--- src/rtl/or_stream_packer.sv ---
// Packs the OR-gate result stream LSB-first into WIDTH-bit words.
// Frames close on in_last or a full word; output held until taken.
module or_stream_packer #(
  parameter int WIDTH = 8
) (
  input  logic                       clk,
  input  logic                       rst_n,
  input  logic                       in_valid,
  output logic                       in_ready,
  input  logic                       in_bit,
  input  logic                       in_last,
  output logic                       out_valid,
  input  logic                       out_ready,
  output logic [WIDTH-1:0]           out_data,
  output logic [$clog2(WIDTH+1)-1:0] out_count,
  output logic                       out_any
);

  localparam int CW = $clog2(WIDTH + 1);
  localparam logic [CW-1:0] LAST = CW'(WIDTH - 1);

  logic [WIDTH-1:0] acc_q, acc_d;
  logic [CW-1:0]    cnt_q, cnt_d;
  logic             any_q, any_d;

  logic             ov_q, ov_d;
  logic [WIDTH-1:0] od_q, od_d;
  logic [CW-1:0]    oc_q, oc_d;
  logic             oa_q, oa_d;

  logic [WIDTH-1:0] bit_m;
  logic [WIDTH-1:0] word;
  logic             take;
  logic             close;
  logic             pop;

  assign in_ready = !ov_q || out_ready;
  assign take     = in_valid && in_ready;
  assign close    = take && (in_last || cnt_q == LAST);
  assign pop      = ov_q && out_ready;
  assign bit_m    = WIDTH'(in_bit) << cnt_q;
  assign word     = acc_q | bit_m;

  always_comb begin
    acc_d = acc_q;
    cnt_d = cnt_q;
    any_d = any_q;
    if (close) begin
      acc_d = '0;
      cnt_d = '0;
      any_d = 1'b0;
    end else if (take) begin
      acc_d = word;
      cnt_d = cnt_q + CW'(1);
      any_d = any_q | in_bit;
    end
  end

  // A close wins over a simultaneous pop: the register is refilled.
  always_comb begin
    ov_d = ov_q;
    od_d = od_q;
    oc_d = oc_q;
    oa_d = oa_q;
    if (close) begin
      ov_d = 1'b1;
      od_d = word;
      oc_d = cnt_q + CW'(1);
      oa_d = any_q | in_bit;
    end else if (pop) begin
      ov_d = 1'b0;
      od_d = '0;
      oc_d = '0;
      oa_d = 1'b0;
    end
  end

  always_ff @(posedge clk or negedge rst_n) begin
    if (!rst_n) begin
      acc_q <= '0;
      cnt_q <= '0;
      any_q <= 1'b0;
      ov_q  <= 1'b0;
      od_q  <= '0;
      oc_q  <= '0;
      oa_q  <= 1'b0;
    end else begin
      acc_q <= acc_d;
      cnt_q <= cnt_d;
      any_q <= any_d;
      ov_q  <= ov_d;
      od_q  <= od_d;
      oc_q  <= oc_d;
      oa_q  <= oa_d;
    end
  end

  assign out_valid = ov_q;
  assign out_data  = od_q;
  assign out_count = oc_q;
  assign out_any   = oa_q;

endmodule

--- config.mk ---
export PLATFORM = sky130hd
export DESIGN_NAME = or_stream_packer
export DESIGN_NICKNAME = d
export VERILOG_FILES = /design/src/rtl/or_stream_packer.sv
export SDC_FILE = /design/constraint.sdc
export NUM_CORES = 1
export LEC_CHECK = 0
export ABC_AREA = 1
export CAP_MARGIN = 30
export CORE_ASPECT_RATIO = 1.75
export CORE_MARGIN = 8
export CORE_UTILIZATION = 56
export CTS_CLUSTER_DIAMETER = 120
export CTS_CLUSTER_SIZE = 24
export DETAILED_ROUTE_END_ITERATION = 16
export PLACE_DENSITY_LB_ADDON = 0.2
export SLEW_MARGIN = 20
export SYNTH_ARGS = -nofsm -noshare
export SYNTH_HDL_FRONTEND = slang
export SYNTH_SLANG_ARGS = --single-unit
--- constraint.sdc ---
create_clock -name clk -period 3.01 [get_ports clk]
set_clock_uncertainty 0.15 [all_clocks]
set_input_delay 0.4515 -clock clk [delete_from_list [all_inputs] [get_ports clk]]
set_output_delay 0.4515 -clock clk [all_outputs]
set_load 0.05 [all_outputs]
Word-level counts from Yosys, hierarchy flattened. Cells that the tools add are included.

Register bits after elaboration: 27. Input port bits: 6. Output and inout port bits: 15. Logic and storage cells: 33.

Add/subtract/negate cells: 1. Equal/unequal tests: 1. Shifts and indexed selects: 1. Muxes and demuxes: 13. Bitwise logic cells: 2. Reduce and logical (&&, ||, !) cells: 8.

Operators by type and width (count): two-way mux 8 bit (4); two-way mux 4 bit (4); bitwise OR 8 bit (1); << shifter 1 x 4 -> 8 bit (1); two-way mux 1 bit (5); adder 4 x 1 -> 4 bit, second input constant (1); equality test 4 x 3 -> 1 bit, second input constant (1); nonzero test 2 bit (2); logical AND 1 bit (3); logical OR 1 bit (2); logical NOT 1 bit (1); bitwise OR 1 bit (1).

Longest topological paths before layout. Gate-level depths: netlist of run 1.

Depth after elaboration: 5. Gate-level depth with buffers: 7.

Least setup slack after synthesis of run 1. No wires, ideal clock.

Path kind: reg-to-reg. From: register ov_q (netlist: out_valid). To: register acc_q[4]. Data arrival time: 1400 ps. Path slack: 1346 ps. Stages on the path, launching flop included: 7. Buffers on the path: 1. Period minus slack after synthesis: 1664 ps. Cells stage by stage: dfrtp_1 -> nand2_4 -> nand2_2 -> buf_2 -> nand2_1 -> nand2_1 -> nor2_1.

Cells in the longest elaborated chain, start to end: 5.

RTL lines: from (decl) (RTL line 26) `logic ov_q, ov_d;`; from (signal assigned) (RTL line 91) `ov_q <= ov_d;`; logical NOT 1 bit * (RTL line 37) `assign in_ready = !ov_q || out_ready;`; logical OR 1 bit * (RTL line 37); via in_ready (RTL line 9) `output logic in_ready,`; logical AND 1 bit * (RTL line 38) `assign take = in_valid && in_ready;`; logical AND 1 bit (RTL line 39) `assign close = take && (in_last || cnt_q == LAST);`; two-way mux 8 bit / nonzero test 2 bit (equally long branches); to (signal assigned) (RTL line 80) `acc_q <= '0;`; to (signal assigned) (RTL line 88) `acc_q <= acc_d;`; to (decl) (RTL line 22) `logic [WIDTH-1:0] acc_q, acc_d;`.

Mark *: on every way through the listed nets, which the timed path passes. The rest lies on a longest branch. A chain may end at the register's enable or synchronous reset.

Worst setup path after layout of run 1.
From: input port out_ready. To: output port in_ready.

Cells in the longest elaborated chain, start to end: 1.

RTL lines: from (decl) (RTL line 13) `input logic out_ready,`; logical OR 1 bit (RTL line 37); to (decl) (RTL line 9).

No other way between the ends.

==> metrics.cfg, run 1 <==
[logic_synthesis]
synth_top_cell_by_area=dfrtp_1
syn_inst=171
synth_top_cell_area_share=0.508
synth_area_per_cell_um2=7.79
yosysWarningCount=0
synth_area_um2=1330
ys_ff_latch=27
synth_top_cells_by_area=dfrtp_1 (51%), nand2_1 (19%), nand3_1 (6.8%), inv_1 (5.9%), nor2_1 (3.7%)
mappedNetlistNets=178
synth-seq-area-share=0.508
yosysUniqueCellTypes=20

[critical_path]
critical_path_class=in2out
rrSetupSlack_ps=1320
cp.required_ps=2410
crit_path_top_delay_cell=clkdlybuf4s50_1
crit_path_cell_trace=clkdlybuf4s50_1, inv_2, nand2_4, clkdlybuf4s50_1
path_max_fanout=3
critical_path_arrival_ps=1880
path_delay_family=buffers and inverters
critPathBufInv=3
reg2reg_depth=6
crit_top_cell=clkdlybuf4s50_1
slowest_delay_ps=810
cp_num_cells=4
cp-end-kind=primary output
start_kind=input port

[clock_network]
clkTransAtPathRegs_ps=90
cts_setup_buffers=0
cts_tree=yes
cts_buffer_depth=2
cts_resized=0
htree_levels=1
cts_buffers=3
clock-root-buffer=clkbuf_8
cts_hold_buf=0
worstSkewPairLatency_ps=280
cts_sinks=27

[route]
vias=1098
via_per_inst=5.11
drt_iter0_markers=35
ant_nets=0
avgRoutedWirePerCell_um=12.8
drc=0
drt_wl_total_mm=2.74
drtPass1Iterations=4

[floorplanning]
core_um2=2270
start_util=0.586
rows=23
dieArea_um2=4250
pin_count=21
die_w_um=52.9
fp.dieH_um=80.5

[placed_design]
place_area_um2=1520
port-buffer-count=20
dp_hpwl_mm=1.99
routabilityCongestion=0.883

[timing]
maxSlewViolCount=0
fin_crit_ps=2480
fmax_mhz=404
worst_slew_pin_slew_ps=511
tns_ps=0
rsz0062_at_grt=no
hold_violations=0
finalCritPeriodShare=0.823
relSlewSlack=0.659
setup_viol=0

[finish]
final_cell_mix=nand2_1 (68), dfrtp_1 (27), inv_1 (21)
area_growth_pct=18.0
layout-drive-gt1-share=0.0684
final_common_cell=nand2_1
fin_area_um2=1570
antenna_cells=0
nNetsFinal=198

[global_route]
grt_pass1_wl_mm=4.60
met2_usage=0.245
grt.met1_usage=0.147
grt-ovfl-total=0
grt_use_total=0.138
grt_start_max_net_pins=28
antenna_found_initial=0
met3_usage=0.0203
grt_pass1_vias=1074
grt.busiest_layer=met2

[worst_hold_path]
min_path_type=reg2reg
holdPathStages=2

[job]
max-cap-violations=0

[outcome]
status=finished clean

[pwr]
pwr_density_cell_nw_per_um2=560
peakVddDrop_mv=0.398
p_leak_nw=0.845

## synth_stat cells, drive strengths merged
master  instances
a21boi          1
a21oi           2
buf             5
clkbuf          1
dfrtp          27
ha              1
inv            23
nand2          72
nand3          19
nand4           1
nor2           13
o21ai           5
xor2            1
## tightest hold or removal path, delay by kind of cell, from the launching register on
family | cells | cell delay (ps)
simple gates | 2 | 120
flops | 1 | 350
## layer usage
metal  part of all wire  vias up
met5                  0        -
met1               0.41      512
met4              0.026        0
li1                   -      554
met2               0.52       24
met3              0.047        8
## through the flow
step                      utilization  worst slack, ps  hold slack, ps  instances  total power, W
after floorplan                     -             1350            5.91        171        0.000603
after global routing            0.691              514             375        215        0.000921
after detailed placement        0.670              527             336        211        0.000683
final                           0.691              532             351        215        0.000880
after CTS                       0.691              525             357        215        0.000883
after global placement          0.670              556             330        211        0.000676
## layout make-up
| type | instances | area [um^2] |
|---|---|---|
| Sequential cell | 27 | 676 |
| Tap cell | 25 | 31.3 |
| Fill cell | 192 | 703 |
| Clock buffer | 3 | 41.3 |
| Inverter | 23 | 86.3 |
| Multi-Input combinational cell | 115 | 523 |
| Timing Repair Buffer | 21 | 208 |
| Clock inverter | 1 | 5.00 |
## sequential cells by signal (all words and copies together), names as in the netlist
signal	flops
acc_q	8
any_q	1
cnt_q	4
out_any	1
out_count	4
out_data	8
out_valid	1
## cells by family (layout without fill, tap and decap cells)
kind of cell / count (synthesis) / in the layout / share of synthesized area
buffers and inverters: 29 / 48 / 0.0996
XOR/XNOR: 1 / 1 / 0.00658
flip-flops: 27 / 27 / 0.508
adder cells (fa/ha/maj): 1 / 1 / 0.00940
AO/OA/AOI/OAI: 8 / 8 / 0.0404
AND/OR/NAND/NOR: 105 / 105 / 0.336
## worst paths after layout
path                             start          end
max in group asynchronous        rst_n     acc_q[1]
hold reg to reg            out_data[7]  out_data[7]
hold / removal             out_data[7]  out_data[7]
setup reg to reg              cnt_q[0]  out_data[5]
min in group asynchronous        rst_n        any_q
setup / recovery             out_ready     in_ready
## where the power goes
part           leakage, nW  internal, W  switching [W]
Clock               0.0255    0.0000929       0.000114
Sequential           0.364     0.000397      0.0000300
Combinational        0.455    0.0000782       0.000167
Power figures use the tool's default switching activity.
==> run 2: changes to the inputs <==
Settings changed: CORE_UTILIZATION 56 to 52.
Clock period 3.01 ns to 2.3 ns, I/O delays scaled along.
==> run 2 against run 1 <==
Against the previous run:
- via count is 0.46% lower
- sequential share of layout area decreased by 0.31 points
- critical endpoint is now out_valid
- highest routed layer unchanged
- clock power rose by 27%
- register-to-register slack worse by 710 ps
- sequential cell count did not move
- clock-buffer cell count unchanged
==> metrics.cfg, run 2 (synthesis gave the netlist of run 1 again) <==
[outcome]
status=finished clean

[route]
drt_iter0_markers=40
drc=0
drtPass1Iterations=5
avgRoutedWirePerCell_um=12.0
via_per_inst=5.06
drt_wl_total_mm=2.60
vias=1093
ant_nets=0

[pwr]
peakVddDrop_mv=0.577
p_sw_frac=0.349
p_clk_frac=0.229
seq_power_share=0.488
switching_power_w=0.000400
power_frac_comb=0.283
pwr_density_cell_nw_per_um2=725
p_leak_nw=0.851
p_int_w=0.000746

[finish]
nNetsFinal=198
antenna_cells=0
fin_area_um2=1580
layout-drive-gt1-share=0.0737
nFillCells=220
final_common_cell=nand2_1
final_cell_mix=nand2_1 (68), dfrtp_1 (27), inv_1 (21)
area_growth_pct=18.8

[timing]
fmax_mhz=488
tns_ps=0
fin_crit_ps=2050
maxSlewViolCount=0
setup_viol=0
hold_violations=0
hold_ws_ps=292
rsz0062_at_grt=no
worst_slew_pin_slew_ps=515
relSlewSlack=0.655
finalCritPeriodShare=0.890

[critical_path]
critPathBufInv=1
critical_path_class=reg2out
path_max_fanout=4
critical_path_arrival_ps=1550
slowest_delay_ps=850
crit_path_top_delay_cell=clkdlybuf4s50_1
cp-end-kind=primary output
crit_path_cell_trace=clkdlybuf4s50_1
path_delay_family=buffers and inverters
start_kind=register
cp.required_ps=1800

[clock_network]
cts_sinks=27
worstSkewPairLatency_ps=270
htree_levels=1
cts_hold_buf=0
cts_tree=yes
cts_buffer_depth=2
clkTransAtPathRegs_ps=90
clock-root-buffer=clkbuf_8
cts_buffers=3
cts_resized=0
cts_setup_buffers=0

[placed_design]
place_area_um2=1540
port-buffer-count=20
dp_hpwl_mm=1.91
routabilityCongestion=0.841

[job]
max-cap-violations=0

[global_route]
grt_use_total=0.128
grt_start_max_net_pins=28
antenna_found_initial=0
grt_pass1_vias=1131
grt_pass1_wl_mm=4.62
grt-ovfl-total=0

[floorplanning]
fp.dieH_um=82.9
pin_count=21
start_util=0.541
dieArea_um2=4500
core_um2=2460
rows=24
die_w_um=54.3

[worst_hold_path]
min_path_type=in2async

run 2: changes by cell type in the layout (fill, tap and decap cells not counted), sizes merged:
cell / change
buf: +1
clkdlybuf4s50: -1
run 2: final cells by class:
class	instances	area [um^2]	area share
clock buffers	3	41.3	0.0261
clock inverters	1	5.00	0.00316
inverters	23	86.3	0.0546
multi-input cells	115	523	0.331
flip-flops and latches	27	676	0.427
well taps	26	32.5	0.0206
repair buffers	21	218	0.138
run 2: final timing paths:
kind	from	end	slack, ps	cells after the start
max in group asynchronous	rst_n	out_data[6]	1460	2
hold reg to reg	out_count[3]	out_count[3]	350	2
hold / removal	rst_n	acc_q[6]	290	2
setup reg to reg	cnt_q[1]	out_count[1]	610	6
setup / recovery	out_valid	out_valid	250	1
min in group clk	out_count[3]	out_count[3]	350	2
run 2: routing by layer:
metal  vias up  part of all wire  wire length, um  global-route usage
li1        554                 -                -                   -
met1       505              0.42             1100               0.142
met2        29              0.51             1320               0.218
met3         5             0.054              140              0.0304
met4         0             0.015               39              0.0495
met5         -                 0                0                   0
run 2: power groups by stage:
stage,combinational [W],sequential (W),clock (W)
global route,0.000355,0.000566,0.000290
CTS,0.000329,0.000560,0.000269
floorplan,0.000134,0.000655,0
detailed placement,0.000327,0.000570,0
finish,0.000324,0.000560,0.000262
global placement,0.000324,0.000566,0
run 2: stage by stage:
step           setup slack (ps)  instances   util  total power [W]
4_1_cts                     238        216  0.642          0.00116
3_3_place_gp                378        212  0.623         0.000889
6_report                    252        216  0.642          0.00115
5_1_grt                     211        216  0.642          0.00121
2_1_floorplan               636        171      -         0.000789
3_5_place_dp                348        212  0.623         0.000896
